### config.mk
export PLATFORM = sky130hd
export DESIGN_NAME = muldiv_seq
export DESIGN_NICKNAME = d
export VERILOG_FILES = /design/src/rtl/muldiv_pkg.sv /design/src/rtl/muldiv_step.sv /design/src/rtl/muldiv_seq.sv
export SDC_FILE = /design/constraint.sdc
export NUM_CORES = 1
export LEC_CHECK = 0
export CAP_MARGIN = 15
export CORE_ASPECT_RATIO = 0.75
export CORE_MARGIN = 1.5
export CORE_UTILIZATION = 55
export CTS_CLUSTER_DIAMETER = 100
export DETAILED_ROUTE_END_ITERATION = 16
export PLACE_DENSITY = 0.81
export REMOVE_ABC_BUFFERS = 1
export SYNTH_ARGS = -nofsm -noshare
export SYNTH_HDL_FRONTEND = slang
export SYNTH_SLANG_ARGS = --single-unit
### constraint.sdc
create_clock -name phi -period 6.4 [get_ports phi]
set_input_delay 1.28 -clock phi [delete_from_list [all_inputs] [get_ports phi]]
set_output_delay 1.28 -clock phi [all_outputs]
set_load 0.005 [all_outputs]
### src/rtl/muldiv_pkg.sv
// Shared encodings for the iterative multiply/divide sequencer.
// Signed MULT/DIV support is controlled by the MULDIV_SIGNED_EN macro.
package muldiv_pkg;

  localparam logic [1:0] OP_MULTU = 2'b00;
  localparam logic [1:0] OP_DIVU  = 2'b01;
  localparam logic [1:0] OP_MULT  = 2'b10;
  localparam logic [1:0] OP_DIV   = 2'b11;

  typedef enum logic [1:0] {
    S_IDLE = 2'd0,
    S_RUN  = 2'd1,
    S_FIX  = 2'd2,
    S_DONE = 2'd3
  } muldiv_state_t;

endpackage

### src/rtl/muldiv_step.sv
// One shift-add multiply or restoring-divide iteration over a single
// WIDTH+1-bit adder; purely combinational.
module muldiv_step #(
  parameter int WIDTH = 32
) (
  input  logic             div,
  input  logic [WIDTH-1:0] acc_hi,
  input  logic [WIDTH-1:0] acc_lo,
  input  logic [WIDTH-1:0] operand,
  output logic [WIDTH-1:0] nxt_hi,
  output logic [WIDTH-1:0] nxt_lo
);

  logic [WIDTH:0] shifted;
  logic [WIDTH:0] add_a;
  logic [WIDTH:0] add_b;
  logic [WIDTH:0] sum;
  logic           no_borrow;

  always_comb begin
    shifted = {acc_hi, acc_lo[WIDTH-1]};
    add_a   = {1'b0, acc_hi};
    add_b   = {1'b0, operand};
    if (div) begin
      add_a = shifted;
      add_b = ~{1'b0, operand};
    end else if (!acc_lo[0]) begin
      add_b = '0;
    end
    sum = add_a + add_b + {{WIDTH{1'b0}}, div};
    // The remainder is below the divisor, so a set top bit of the shifted
    // remainder already guarantees the subtraction cannot borrow.
    no_borrow = shifted[WIDTH] | ~sum[WIDTH];
    if (div) begin
      nxt_hi = no_borrow ? sum[WIDTH-1:0] : shifted[WIDTH-1:0];
      nxt_lo = {acc_lo[WIDTH-2:0], no_borrow};
    end else begin
      nxt_hi = sum[WIDTH:1];
      nxt_lo = {sum[0], acc_lo[WIDTH-1:1]};
    end
  end

endmodule

### src/rtl/muldiv_seq.sv
// Multi-cycle MULT/DIV sequencer returning a {hi, lo} pair.
// Macro MULDIV_SIGNED_EN enables signed MULT/DIV and the FIX state.
module muldiv_seq
  import muldiv_pkg::*;
#(
  parameter int WIDTH = 32
) (
  input  logic             phi,
  input  logic             rst,
  input  logic             flush,
  input  logic             req_valid,
  output logic             req_ready,
  input  logic [1:0]       req_op,
  input  logic [WIDTH-1:0] req_a,
  input  logic [WIDTH-1:0] req_b,
  output logic             resp_valid,
  input  logic             resp_ready,
  output logic [WIDTH-1:0] resp_hi,
  output logic [WIDTH-1:0] resp_lo,
  output muldiv_state_t    dbg_state
);

  // Handshakes: a request transfers on the edge where req_valid & req_ready,
  // a response on the edge where resp_valid & resp_ready; flush beats both.

  localparam int CW = $clog2(WIDTH);

  muldiv_state_t    state;
  logic [WIDTH-1:0] acc_hi;
  logic [WIDTH-1:0] acc_lo;
  logic [WIDTH-1:0] operand;
  logic [CW-1:0]    count;
  logic             op_div;
  logic             dbz;
  logic [WIDTH-1:0] step_hi;
  logic [WIDTH-1:0] step_lo;
  logic             sa;
  logic             sb;
  logic [WIDTH-1:0] abs_a;
  logic [WIDTH-1:0] abs_b;
  logic             div_zero;

`ifdef MULDIV_SIGNED_EN
  logic             neg_lo;
  logic             neg_hi;
  assign sa = req_op[1] & req_a[WIDTH-1];
  assign sb = req_op[1] & req_b[WIDTH-1];
`else
  logic             unused_op_hi;
  assign unused_op_hi = req_op[1];
  assign sa = 1'b0;
  assign sb = 1'b0;
`endif

  assign abs_a    = sa ? ('0 - req_a) : req_a;
  assign abs_b    = sb ? ('0 - req_b) : req_b;
  assign div_zero = req_op[0] && (req_b == '0);

  assign resp_hi   = acc_hi;
  assign resp_lo   = acc_lo;
  assign dbg_state = state;

  muldiv_step #(.WIDTH(WIDTH)) u_step (
    .div     (op_div),
    .acc_hi  (acc_hi),
    .acc_lo  (acc_lo),
    .operand (operand),
    .nxt_hi  (step_hi),
    .nxt_lo  (step_lo)
  );

  always_ff @(posedge phi) begin
    if (rst) begin
      state      <= S_IDLE;
      req_ready  <= 1'b1;
      resp_valid <= 1'b0;
      acc_hi     <= '0;
      acc_lo     <= '0;
      operand    <= '0;
      count      <= '0;
      op_div     <= 1'b0;
      dbz        <= 1'b0;
`ifdef MULDIV_SIGNED_EN
      neg_lo     <= 1'b0;
      neg_hi     <= 1'b0;
`endif
    end else if (flush) begin
      state      <= S_IDLE;
      req_ready  <= 1'b1;
      resp_valid <= 1'b0;
    end else begin
      case (state)
        S_IDLE: begin
          if (req_valid) begin
            state     <= S_RUN;
            req_ready <= 1'b0;
            op_div    <= req_op[0];
            dbz       <= div_zero;
            count     <= CW'(WIDTH - 1);
            operand   <= req_op[0] ? abs_b : abs_a;
            // Divide by zero preloads its fixed answer and skips iteration.
            acc_lo    <= div_zero ? '1 : (req_op[0] ? abs_a : abs_b);
            acc_hi    <= div_zero ? req_a : '0;
`ifdef MULDIV_SIGNED_EN
            neg_lo    <= sa ^ sb;
            neg_hi    <= req_op[0] ? sa : (sa ^ sb);
`endif
          end
        end
        S_RUN: begin
          if (dbz) begin
            state      <= S_DONE;
            resp_valid <= 1'b1;
          end else begin
            acc_hi <= step_hi;
            acc_lo <= step_lo;
            count  <= count - CW'(1);
            if (count == '0) begin
`ifdef MULDIV_SIGNED_EN
              if (neg_lo | neg_hi) begin
                state <= S_FIX;
              end else begin
                state      <= S_DONE;
                resp_valid <= 1'b1;
              end
`else
              state      <= S_DONE;
              resp_valid <= 1'b1;
`endif
            end
          end
        end
`ifdef MULDIV_SIGNED_EN
        S_FIX: begin
          if (op_div) begin
            acc_lo <= neg_lo ? ('0 - acc_lo) : acc_lo;
            acc_hi <= neg_hi ? ('0 - acc_hi) : acc_hi;
          end else begin
            {acc_hi, acc_lo} <= '0 - {acc_hi, acc_lo};
          end
          state      <= S_DONE;
          resp_valid <= 1'b1;
        end
`endif
        S_DONE: begin
          if (resp_ready) begin
            state      <= S_IDLE;
            resp_valid <= 1'b0;
            req_ready  <= 1'b1;
          end
        end
        default: begin
          state      <= S_IDLE;
          req_ready  <= 1'b1;
          resp_valid <= 1'b0;
        end
      endcase
    end
  end

endmodule
==> results.md <==
* Design Area, Final at 0.0107 sq mm
* Number of global-route vias before repair at 8503
* DR vias at 9536
* Hold Crit Class: flip-flop to flip-flop
* Initial antenna violation count at 0
* CTS Hold Buffers Added at 0
* GRT overflow at 0
* 1st-iter DRT viols at 1002
* Synth Area in Compound Gates at 0.290
* Max frequency at 200 MHz
* Drt drc at 0
* Footprint of the multi-input gates at 0.00641 sq mm
* Final Hold Vio Count at 0
* Layout Area Growth over Synthesis at 18.7%
* Root Buffer: clkbuf_16
* Most frequent cells in the layout: clkdlybuf4s50_1 (135), nor2_1 (134), a21oi_1 (124)
* DP Cell Count at 1410
* Commonest non-fill, non-tap cell in the layout: clkdlybuf4s50_1
* Via density at 6.68
* YS warnings at 0
* Worst-Margin Slew at 1000 ps
* WHS Path Cells at 2
* Required @ worst endpoint at 6620 ps
* Core Area at 0.0160 sq mm
* Hold_ws at 467 ps
* Clock transition at path regs at 80 ps
* Clock Latency Late Sink at 360 ps
* # clock sinks at 107
* Layout cells sized above 1 at 0.0797
* Area leader, netlist: dfxtp_1
* Setup bufs post-CTS at 0
* Slew HR at 0.333
* Top post-synthesis cells by area: dfxtp_1 (24%), mux2i_1 (13%), a21oi_1 (6.9%)
* Synthesized cell area at 0.00898 sq mm
* Tcrit/Tclk final at 0.783
* Row cnt at 40
* CTS tree: done
* FF+latch area at 0.00215 sq mm
* First-pass GRT wire length at 46600 microns
* MaxCap Viol Count at 0
* Pin count of the biggest net entering global routing at 98
* IO Port Bufs at 137
* Skew final at 8.58 ps
* Routed Antenna Nets at 0
* Share of the synthesized area in the top cell type at 0.239
* Top FF cell, synth: dfxtp_1
* Starting Density at 0.561
* H-tree depth at 3
* Setup CP Type: flip-flop to flip-flop
* Placer Congestion at 0.975
* Cell Pwr Density at 182 mW/mm^2
* Worst R2R Path Depth at 15
* Max Slew Vio Count at 0
* Main combinational cell family by area after synthesis: compound AO/OA/AOI/OAI gates
* Placed cell area at 0.0104 sq mm
* Layout fillers at 1410
* Crit path DAT at 5230 ps
* Post-Synthesis Cells at 1148
* RSZ-0062 raised after global routing: no
* Nets at 1318
* FF+latch count, synth at 107
* Num CTS Buffers at 9
* # diodes at 0
* Detailed placer's ending HPWL at 21100 microns
* Final Setup Violations at 0
* WL per Instance at 20.6 microns
* Post-Synth XOR/XNOR Area at 0.0244
* Final core occ at 0.666
* DR pass1 iterations at 6
* Overall Global Routing Usage at 0.348
* Drt total wl at 29500 microns
* Synth Area in Simple Gates at 0.172
* Adder-Cell Fraction of Synth Area at 0.0504
* CP Launch Type: flip-flop
* Clock buffer depth at 2
* Mux cell area share after synthesis at 0.172
* Post-cts resize count at 0
* Sequential fraction of the synthesis area at 0.239
* IO Pins at 139
* Post-synth ARST share at 0
* Post-synth cell types at 74
* VDD IR max at 0.178 mV
* Status: finished clean
* CP Capture Type: flip-flop
* Crit path max fanout at 65
* Fin cells at 1427
* Synthesized area per cell at 7.82 sq um
* Number of enable flip-flop cells after synthesis at 0
* Die X-Extent at 151 microns
* Minimum clock period at 5010 ps
* Die area at 0.0171 sq mm
* Pleak at 4.06 nW
* Chip height at 114 microns
* Tot Pwr at 1.94 mW
[worst max-delay path, cell delays in order (launching register included)]
cell	delay, ps
dfxtp_4	990
nor2b_1	140
buf_4	240
mux2i_1	220
fa_1	240
inv_1	60
fa_1	430
a211oi_2	310
o211ai_2	200
a31oi_4	270
o21ai_1	160
a211oi_4	720
buf_12	260
a22oi_4	150
o31ai_1	310
o22ai_1	130
[where the power goes]
group	leakage [nW]	switching, mW	internal (mW)
registers	0.879	0.0661	0.714
logic	3.04	0.328	0.266
clock network	0.142	0.288	0.274
[final cells by class]
cell class | count | area share
Multi-Input combinational cell | 928 | 0.602
Timing Repair Buffer | 150 | 0.140
Sequential cell | 107 | 0.201
Inverter | 16 | 0.00563
Tap cell | 210 | 0.0246
Clock inverter | 6 | 0.00505
Clock buffer | 10 | 0.0215
[synthesized netlist by cell type (4+ instances only)]
| library cell | instances |
|---|---|
| a211oi_1 | 52 |
| a211oi_2 | 5 |
| a21o_1 | 14 |
| a21oi_1 | 124 |
| a221o_1 | 4 |
| a221oi_1 | 34 |
| a31oi_1 | 17 |
| and2_1 | 7 |
| and3_1 | 10 |
| buf_1 | 15 |
| buf_2 | 16 |
| clkbuf_1 | 62 |
| dfxtp_1 | 107 |
| ha_1 | 33 |
| inv_1 | 15 |
| mux2_2 | 36 |
| mux2i_1 | 113 |
| nand2_1 | 65 |
| nand2b_1 | 7 |
| nand3_1 | 36 |
| nand4_1 | 9 |
| nor2_1 | 136 |
| nor2b_1 | 5 |
| nor3_1 | 12 |
| nor3b_1 | 5 |
| nor4_1 | 14 |
| o211ai_1 | 8 |
| o21a_1 | 9 |
| o21ai_0 | 61 |
| o21ai_1 | 7 |
| o21bai_1 | 8 |
| o22ai_1 | 5 |
| or3_1 | 9 |
| or4_1 | 4 |
| xnor2_1 | 16 |
| xor2_1 | 9 |
[kinds of logic after synthesis]
group	Yosys count
AOI/OAI and AO/OA	389
DFF	107
adders and majority gates	35
and+or+nand+nor	329
buffers and inverters	113
muxes	150
xor gates and xnor gates	25
[stage by stage]
step	setup TNS (ps)	worst slack (ps)
2_1_floorplan	-60710	-2050
3_3_place_gp	0	1620
3_5_place_dp	0	1550
4_1_cts	0	1490
5_1_grt	0	1100
6_report	0	1390
[routing by layer]
metal	global-route usage	wire, microns	up-vias
met3	0.0788	3560	59
met4	0.0908	684	0
met5	0	0	-
met1	0.529	13300	4462
met2	0.489	11900	560
li1	-	-	4455
[flip-flops by register name (all words and copies together) (netlist names)]
name	count
resp_lo	32
req_ready	1
operand	32
resp_valid	1
resp_hi	32
op_div	1
dbz	1
count	5
dbg_state	2
[final timing paths]
path / startpoint / endpoint / slack (ps)
max: op_div / resp_hi[15] / 1390
min: dbz / dbz / 470
max reg2reg: op_div / resp_hi[15] / 1390
min reg2reg: dbz / dbz / 470
Note: power is estimated with default switching activity, not from simulation.
